### config.mk
export PLATFORM = sky130hd
export DESIGN_NAME = dmem_arbiter
export DESIGN_NICKNAME = d
export VERILOG_FILES = /design/src/rtl/dmem_arbiter.sv
export SDC_FILE = /design/constraint.sdc
export NUM_CORES = 1
export LEC_CHECK = 0
export CAP_MARGIN = 20
export CELL_PAD_IN_SITES_DETAIL_PLACEMENT = 0
export CELL_PAD_IN_SITES_GLOBAL_PLACEMENT = 1
export CORE_ASPECT_RATIO = 1.1
export CORE_MARGIN = 1
export CORE_UTILIZATION = 32
export CTS_CLUSTER_SIZE = 8
export DETAILED_ROUTE_END_ITERATION = 10
export PLACE_DENSITY = 0.9
export RECOVER_POWER = 100
export SKIP_CTS_REPAIR_TIMING = 1
export SLEW_MARGIN = 10
export SYNTH_ARGS = -nofsm -noshare
export SYNTH_HDL_FRONTEND = slang
export SYNTH_SLANG_ARGS = --single-unit
### constraint.sdc
create_clock -name clk -period 9.5 [get_ports clk]
set_input_delay 1.9 -clock clk [delete_from_list [all_inputs] [get_ports clk]]
set_output_delay 1.9 -clock clk [all_outputs]
set_load 0.02 [all_outputs]
### src/rtl/dmem_arbiter.sv
// Two-port arbiter in front of a single-port byte-addressed data memory.
// One access in flight: accept, registered memory strobe, one-cycle response pulse.
//
// state  | meaning
// IDLE   | waiting for a request; ready driven combinationally from the grant
// ACCESS | registered mem_* strobes active; store commits / load captured at closing edge
// RESP   | response pulse on the latched port
module dmem_arbiter #(
  parameter int MEM_BYTES  = 1024,
  parameter bit FIXED_PRIO = 1'b0
) (
  input  logic        clk,
  input  logic        rst_n,
  input  logic        req0_valid,
  output logic        req0_ready,
  input  logic        req0_we,
  input  logic [31:0] req0_addr,
  input  logic [31:0] req0_wdata,
  input  logic [2:0]  req0_funct3,
  output logic        rsp0_valid,
  output logic [31:0] rsp0_rdata,
  output logic        rsp0_err,
  input  logic        req1_valid,
  output logic        req1_ready,
  input  logic        req1_we,
  input  logic [31:0] req1_addr,
  input  logic [31:0] req1_wdata,
  input  logic [2:0]  req1_funct3,
  output logic        rsp1_valid,
  output logic [31:0] rsp1_rdata,
  output logic        rsp1_err,
  output logic        mem_read,
  output logic        mem_write,
  output logic [31:0] mem_address,
  output logic [31:0] mem_write_data,
  output logic [2:0]  mem_funct3,
  input  logic [31:0] mem_read_data
);

  typedef enum logic [1:0] {IDLE, ACCESS, RESP} state_t;

  state_t      state_q, state_d;
  logic        last_grant_q, port_q, err_q;
  logic        grant0, grant1, accept;
  logic        sel_we, sel_err, f3_ok, misaligned;
  logic [31:0] sel_addr, sel_wdata;
  logic [2:0]  sel_f3, size_m1;
  logic [32:0] last_byte;

  // Ties go to the port that did not win last; FIXED_PRIO pins ties to port 0.
  always_comb begin
    grant0 = req0_valid & (~req1_valid | FIXED_PRIO | last_grant_q);
    grant1 = req1_valid & ~grant0;
    accept = (state_q == IDLE) & (grant0 | grant1);
  end

  assign req0_ready = rst_n & (state_q == IDLE) & grant0;
  assign req1_ready = rst_n & (state_q == IDLE) & grant1;

  always_comb begin
    sel_we    = grant1 ? req1_we     : req0_we;
    sel_addr  = grant1 ? req1_addr   : req0_addr;
    sel_wdata = grant1 ? req1_wdata  : req0_wdata;
    sel_f3    = grant1 ? req1_funct3 : req0_funct3;
    case (sel_f3[1:0])
      2'b00:   size_m1 = 3'd0;
      2'b01:   size_m1 = 3'd1;
      default: size_m1 = 3'd3;
    endcase
    if (sel_we) f3_ok = sel_f3 inside {3'b000, 3'b001, 3'b010};
    else        f3_ok = sel_f3 inside {3'b000, 3'b001, 3'b010, 3'b100, 3'b101};
    misaligned = ((sel_f3[1:0] == 2'b01) & sel_addr[0]) |
                 ((sel_f3[1:0] == 2'b10) & (sel_addr[1:0] != 2'b00));
    // 33-bit sum so an access near 0xFFFF_FFFF cannot wrap back into range.
    last_byte = {1'b0, sel_addr} + {30'b0, size_m1};
    sel_err   = ~f3_ok | misaligned | (last_byte >= 33'(MEM_BYTES));
  end

  always_comb begin
    state_d = state_q;
    case (state_q)
      IDLE:    if (accept) state_d = ACCESS;
      ACCESS:  state_d = RESP;
      RESP:    state_d = IDLE;
      default: state_d = IDLE;
    endcase
  end

  always_ff @(posedge clk or negedge rst_n) begin
    if (!rst_n) state_q <= IDLE;
    else        state_q <= state_d;
  end

  // mem_* are loaded on accept and cleared on the next edge, so they are high only in ACCESS.
  always_ff @(posedge clk or negedge rst_n) begin
    if (!rst_n) begin
      last_grant_q   <= 1'b1;
      port_q         <= 1'b0;
      err_q          <= 1'b0;
      mem_read       <= 1'b0;
      mem_write      <= 1'b0;
      mem_address    <= '0;
      mem_write_data <= '0;
      mem_funct3     <= '0;
      rsp0_valid     <= 1'b0;
      rsp0_rdata     <= '0;
      rsp0_err       <= 1'b0;
      rsp1_valid     <= 1'b0;
      rsp1_rdata     <= '0;
      rsp1_err       <= 1'b0;
    end else begin
      mem_read       <= 1'b0;
      mem_write      <= 1'b0;
      mem_address    <= '0;
      mem_write_data <= '0;
      mem_funct3     <= '0;
      rsp0_valid     <= 1'b0;
      rsp0_rdata     <= '0;
      rsp0_err       <= 1'b0;
      rsp1_valid     <= 1'b0;
      rsp1_rdata     <= '0;
      rsp1_err       <= 1'b0;
      if (accept) begin
        port_q         <= grant1;
        err_q          <= sel_err;
        last_grant_q   <= grant1;
        mem_address    <= sel_addr;
        mem_write_data <= sel_wdata;
        mem_funct3     <= sel_f3;
        mem_write      <= sel_we & ~sel_err;
        mem_read       <= ~sel_we & ~sel_err;
      end
      if (state_q == ACCESS) begin
        rsp0_valid <= ~port_q;
        rsp1_valid <= port_q;
        rsp0_err   <= ~port_q & err_q;
        rsp1_err   <= port_q & err_q;
        rsp0_rdata <= (mem_read & ~port_q) ? mem_read_data : 32'h0;
        rsp1_rdata <= (mem_read & port_q)  ? mem_read_data : 32'h0;
      end
    end
  end

endmodule

==> impl_metrics.yaml, run 1 <==
global_route:
  track_usage: 0.2081
  grt_first_pass_wirelength_um: 31890
  grt_max_degree: 75
  antenna_found_initial: 0
  overflow: 0
  grt_pass1_vias: 5805
logic_synthesis:
  syn_inst: 602
  synth_compound_area_frac: 0.1361
  synth-edff-count: 0
  synthAdderAreaFrac: 0.007235
  synth_cell_types: 63
  synth_xor_area_frac: 0.007034
  synthSimpleGateAreaFrac: 0.2168
  yosysSeqAreaShare: 0.5709
  async_reset_ff_frac: 1.000
  syn_area_per_cell_um2: 10.34
  muxShareOfSynthArea: 0.02994
  synth_area_um2: 6226
  synthFlopType: "dfrtp_1"
  ys_warn_count: 0
  synth_top_family_by_area: "simple AND/OR/NAND/NOR gates"
  syn_nets: 777
  ys_ff_latch: 142
worst_setup_path:
  r2r_setup_slack_ns: 5.13
  arrival_ns: 4.22
  crit_slowest_cell: "a21bo_1"
  cp.buffers_inverters: 2
  critical_path.top_delay_family: "buffers and inverters"
  reg2reg_from: "last_grant_q"
  crit_fanout: 36
  reg2reg_depth: 12
  cp_data_required_time_ns: 7.60
  critPathKind: "input port to primary output"
  cpPeakStageDelay_ns: 0.92
  start_kind: "input port"
  worstReg2RegEnd: "err_q"
  crit_path_cell_trace: "dlygate4sd3_1 -> a21bo_1 -> nor2_1 -> clkdlybuf4s50_1"
  endpoint_kind: "primary output"
placed_design:
  io_buffers: 310
  place.gp.congestion: 0.8955
  place_ws_ns: 3.386
  hpwl_um: 15500
  placed_area_um2: 9544
  dp_cells: 1128
min_path:
  holdPathStages: 1
  min_to: "state_q[1]"
  hold_path_class: "flop to flop"
  hold_start: "state_q[1]"
sta:
  fin_crit_ns: 6.121
  max_freq_mhz: 163.4
  hold_violations: 0
  whs_ns: 0.4790
  worst_slew_margin_rel: -1.430
  worstMarginPinSlew_ns: 3.646
  rsz0062_at_grt: "no"
  finalSetupTns_ns: 0
  setup_ws_ns: 3.379
  clock_skew_ns: 0.01612
  period_share: 0.6443
  setup_viol: 0
  slew_viol_final: 143
floorplanning:
  fp.dieH_um: 148.3
  die-area_um2: 20020
  die_x_um: 135.0
  io_pins: 311
  rows: 53
  start_util: 0.3260
  core-area_um2: 19100
drt:
  first_pass_iters: 5
  dr.first_iter.drc_count: 329
  route.detailed.drc: 0
  post_drt_via_cell_ratio: 4.983
  wire_per_inst_um: 17.60
  wirelength_um: 20440
  ant_nets: 0
  num_vias: 5785
layout:
  final_util: 0.5279
  layout.nets: 1076
  synthToLayoutAreaGrowth_pct: 61.94
  drive_above_1_share: 0.05142
  diodes: 0
  final_cells: 1161
  fillerInstances: 1747
  post-route-cell-area_um2: 10080
clock_tree:
  cts.path.max_buffers: 2
  clk_pin_slew_ns: 0.06
  cts_tree: "yes"
  ctsRootBufferMaster: "clkbuf_16"
  clock_latency_ns: 0.41
  cts.sinks: 142
  cts_max_level: 4
  cts_buffers: 17
pwr:
  p_leak_nw: 4.812
  p_per_area_nw_per_um2: 204.5
  switching_power_mw: 0.7159
  power.share.sequential: 0.359
  combPwrFrac: 0.339
  sw_frac_of_total: 0.3472
  internal-power_mw: 1.346
  ir_drop_uv: 130.4
  power_mw: 2.062
  power_frac_clock: 0.302
outcome:
  status: "finished with violations"
  violations: "capacitance limit, slew limit"
flow_run:
  drv_cap: 2
## worst max path at each step
stage | start | end | slack (ns) | cells after the start
floorplan | req1_valid | err_q | 4.14 | 15
global placement | req0_valid | err_q | 3.57 | 14
detailed placement | req0_valid | err_q | 3.39 | 14
CTS | req0_valid | req1_ready | 3.64 | 4
global route | req0_valid | err_q | 3.02 | 14
finish | req0_valid | req1_ready | 3.38 | 4
## sequential cells by signal, summed over array words and instances, names as in the netlist
| register | count |
|---|---|
| mem_write | 1 |
| rsp1_err | 1 |
| last_grant_q | 1 |
| mem_read | 1 |
| rsp1_rdata | 32 |
| mem_address | 32 |
| rsp0_rdata | 32 |
| port_q | 1 |
| rsp1_valid | 1 |
| mem_write_data | 32 |
| mem_funct3 | 3 |
| state_q | 2 |
| rsp0_valid | 1 |
| rsp0_err | 1 |
| err_q | 1 |
## cell usage in the layout (no fill, tap or decap), types with 4 or more instances in the layout
| cell type | count |
|---|---|
| clkbuf_16 | 17 |
| nand4_1 | 11 |
| dfrtp_1 | 141 |
| nor3b_1 | 4 |
| inv_1 | 9 |
| clkdlybuf4s50_1 | 144 |
| clkbuf_1 | 4 |
| nor2_1 | 59 |
| and2_1 | 31 |
| dlygate4sd3_1 | 165 |
| o21a_1 | 4 |
| and3_1 | 40 |
| a21oi_1 | 33 |
| nand2_1 | 56 |
| nor4_1 | 7 |
| o22ai_1 | 35 |
| mux2i_1 | 15 |
| xnor2_1 | 4 |
| or3_1 | 5 |
| nor3_1 | 13 |
| o21ai_0 | 12 |
| and2_0 | 10 |
| inv_6 | 6 |
| nand3_1 | 13 |
## logic make-up (layout without fill, tap and decap cells)
family,count (synthesis),after routing
and+or+nand+nor,261,261
DFF,142,142
muxes,18,18
buffers and inverters,46,358
AOI/OAI and AO/OA,127,127
xor gates and xnor gates,5,5
adders and majority gates,3,3
## Yosys cell counts, types with 3 or more instances
| cell | n | area share |
|---|---|---|
| dfrtp_1 | 141 | 0.57 |
| nor2_1 | 59 | 0.036 |
| nand2_1 | 56 | 0.034 |
| and2_1 | 40 | 0.040 |
| and3_1 | 40 | 0.040 |
| o22ai_1 | 35 | 0.035 |
| a21oi_1 | 33 | 0.027 |
| clkbuf_1 | 28 | 0.017 |
| mux2i_1 | 15 | 0.024 |
| nand3_1 | 13 | 0.010 |
| nor3_1 | 13 | 0.010 |
| nand4_1 | 11 | 0.011 |
| o21ai_0 | 11 | 0.0088 |
| inv_1 | 9 | 0.0054 |
| nor4_1 | 7 | 0.0070 |
| buf_2 | 6 | 0.0048 |
| or3_1 | 5 | 0.0050 |
| nor3b_1 | 4 | 0.0048 |
| o21a_1 | 4 | 0.0048 |
| xnor2_1 | 4 | 0.0056 |
| a2111oi_0 | 3 | 0.0042 |
| a211oi_1 | 3 | 0.0036 |
| a31oi_1 | 3 | 0.0030 |
| nor2b_1 | 3 | 0.0030 |
| nor4b_1 | 3 | 0.0042 |
| o31ai_1 | 3 | 0.0036 |
| o32ai_1 | 3 | 0.0042 |
## final cells by class
type,count,area [um^2],share of cell area
clock inverter,14,120.1,0.01191
multi-input combinational,414,2484,0.2463
timing repair buffer,317,3142,0.3116
inverter,9,33.78,0.003351
clock buffer,18,439.2,0.04356
tap,247,309.0,0.03065
sequential,142,3555,0.3526
## power by group through the flow
stage | registers, mW | clock network [mW] | logic, mW
after detailed placement | 0.757 | 0 | 0.741
after floorplan | 0.882 | 0 | 0.226
after CTS | 0.747 | 0.639 | 0.742
after global placement | 0.755 | 0 | 0.736
after global routing | 0.752 | 0.667 | 0.757
final | 0.741 | 0.623 | 0.698
## layer usage
| metal | part of all wire | GRT usage |
|---|---|---|
| met4 | 0.030 | 0.08596 |
| met5 | 0 | 0 |
| met2 | 0.50 | 0.3503 |
| met1 | 0.40 | 0.2537 |
| met3 | 0.071 | 0.05147 |
Power figures use the tool's default switching activity.
==> run 2: changes to the inputs <==
Settings changed: CORE_UTILIZATION 32 to 30, PLACE_DENSITY 0.9 to 0.86.
Clock period 9.5 ns to 6.4 ns, I/O delays scaled along.
==> run 2 against run 1 <==
  * The flow still finishes with violations (capacitance limit, slew limit)
  * Clock skew is 0.0074 ns lower
  * Final area is 0.31% higher
  * Total power is 52% higher
  * Die area is 6.6% higher
  * Combinational power is 49% higher
  * Critical path depth is 9 higher
  * Register-to-register slack worse by 3.2 ns
  * Largest cell class unchanged
  * Largest power group unchanged
==> impl_metrics.yaml, run 2 (same netlist as run 1, synthesis figures left out) <==
outcome:
  status: "finished with violations"
  violations: "capacitance limit, slew limit"
global_route:
  grt_max_degree: 89
  antenna_found_initial: 1
  track_usage: 0.2039
  grt_first_pass_wirelength_um: 33410
  overflow: 0
  grt_pass1_vias: 5934
sta:
  rsz0062_at_grt: "no"
  fin_crit_ns: 5.389
  period_share: 0.8420
  finalSetupTns_ns: 0
  worst_slew_margin_rel: -1.152
  setup_viol: 0
  hold_violations: 0
  worstMarginPinSlew_ns: 3.228
  max_freq_mhz: 185.6
  slew_viol_final: 129
  clock_skew_ns: 0.008673
  whs_ns: 0.4743
drt:
  dr.first_iter.drc_count: 337
  wl_met1_um: 8688
  route.met2.wl_um: 10580
  post_drt_via_cell_ratio: 5.051
  num_vias: 5889
  first_pass_iters: 5
  routed.top_layer: "met5"
  met3_length_um: 1490
  ant_nets: 0
  wire_per_inst_um: 18.13
  wirelength_um: 21130
  route.detailed.drc: 0
worst_setup_path:
  arrival_ns: 5.69
  endpoint_kind: "flop"
  cp_data_required_time_ns: 6.71
  critPathKind: "input port to flop"
  crit_start: "req0_valid"
  crit_fanout: 36
  start_kind: "input port"
  reg2reg_from: "last_grant_q"
pwr:
  p_leak_nw: 4.815
  ir_drop_uv: 173.1
  p_per_area_nw_per_um2: 309.2
clock_tree:
  ctsRootBufferMaster: "clkbuf_16"
  cts_max_level: 4
  cts_buffers: 17
  cts_tree: "yes"
  clk_pin_slew_ns: 0.06
  cts.path.max_buffers: 2
  cts.sinks: 142
  clock_latency_ns: 0.42
flow_run:
  drv_cap: 2
min_path:
  hold_start: "state_q[1]"
  hold_path_class: "flop to flop"
layout:
  synthToLayoutAreaGrowth_pct: 62.44
  diodes: 0
  drive_above_1_share: 0.05142
  layout_common_cells: "clkdlybuf4s50_1, dfrtp_1, dlygate4sd3_1"
  layout.nets: 1076
  final_common_cell: "clkdlybuf4s50_1"
floorplanning:
  die_x_um: 139.4
  io_pins: 311
  fp.dieH_um: 153.1
  start_util: 0.3103
  core-area_um2: 20070
  die-area_um2: 21330
  rows: 54
placed_design:
  place.gp.congestion: 0.8900
  hpwl_um: 15750
  io_buffers: 310
-- run 2: metal layers --
layer | vias up | track usage
li1 | 2759 | -
met1 | 2847 | 0.2439
met4 | 2 | 0.06508
met5 | - | 0
met3 | 32 | 0.05639
met2 | 249 | 0.3530
-- run 2: final cells by class --
class                   count  area, um^2
fillers                  1810        9953
clock inverters            14       145.1
flip-flops and latches    142        3555
well taps                 252       315.3
inverters                   9       33.78
multi-input cells         414        2484
clock buffers              18       439.2
repair buffers            317        3142
-- run 2: where the power goes --
group / leakage [nW] / internal, mW / switching, mW
Clock: 0.284 / 0.560 / 0.424
Sequential: 1.91 / 1.06 / 0.0421
Combinational: 2.62 / 0.427 / 0.617
Total: 4.81 / 2.04 / 1.08
-- run 2: worst max-delay path, cell delays in order --
cell           delay, ns
dlygate4sd3_1       0.66
a21bo_1             0.94
nand2_1             0.18
nand2_1             0.12
ha_1                0.19
inv_1               0.07
fa_1                0.45
nor4_1              0.46
o22a_1              0.30
o2111ai_1           0.13
a2111oi_0           0.45
o2111ai_1           0.26
o21a_1              0.17
-- run 2: per-stage QoR --
| stage | power (mW) | instance area (um^2) | instances | setup WS, ns | utilization |
|---|---|---|---|---|---|
| final | 3.127 | 10110 | 1166 | 1.011 | 0.5040 |
| after CTS | 3.229 | 10140 | 1165 | 1.566 | 0.5054 |
| after global placement | 2.218 | 9557 | 1133 | 1.246 | 0.4762 |
| after detailed placement | 2.226 | 9557 | 1133 | 1.122 | 0.4762 |
| after floorplan | 1.644 | 6226 | 602 | 1.658 | - |
| after global routing | 3.300 | 10110 | 1166 | 0.6050 | 0.5040 |
-- run 2: worst paths after layout --
path | to | slack, ns | cells past startpoint
worst max-delay path | err_q | 1.01 | 13
min in group asynchronous | rsp1_rdata[9] | 0.91 | 1
worst min register to register | state_q[1] | 0.47 | 1
worst min-delay path | state_q[1] | 0.47 | 1
worst max register to register | err_q | 1.98 | 12
max in group asynchronous | mem_address[30] | 2.11 | 2
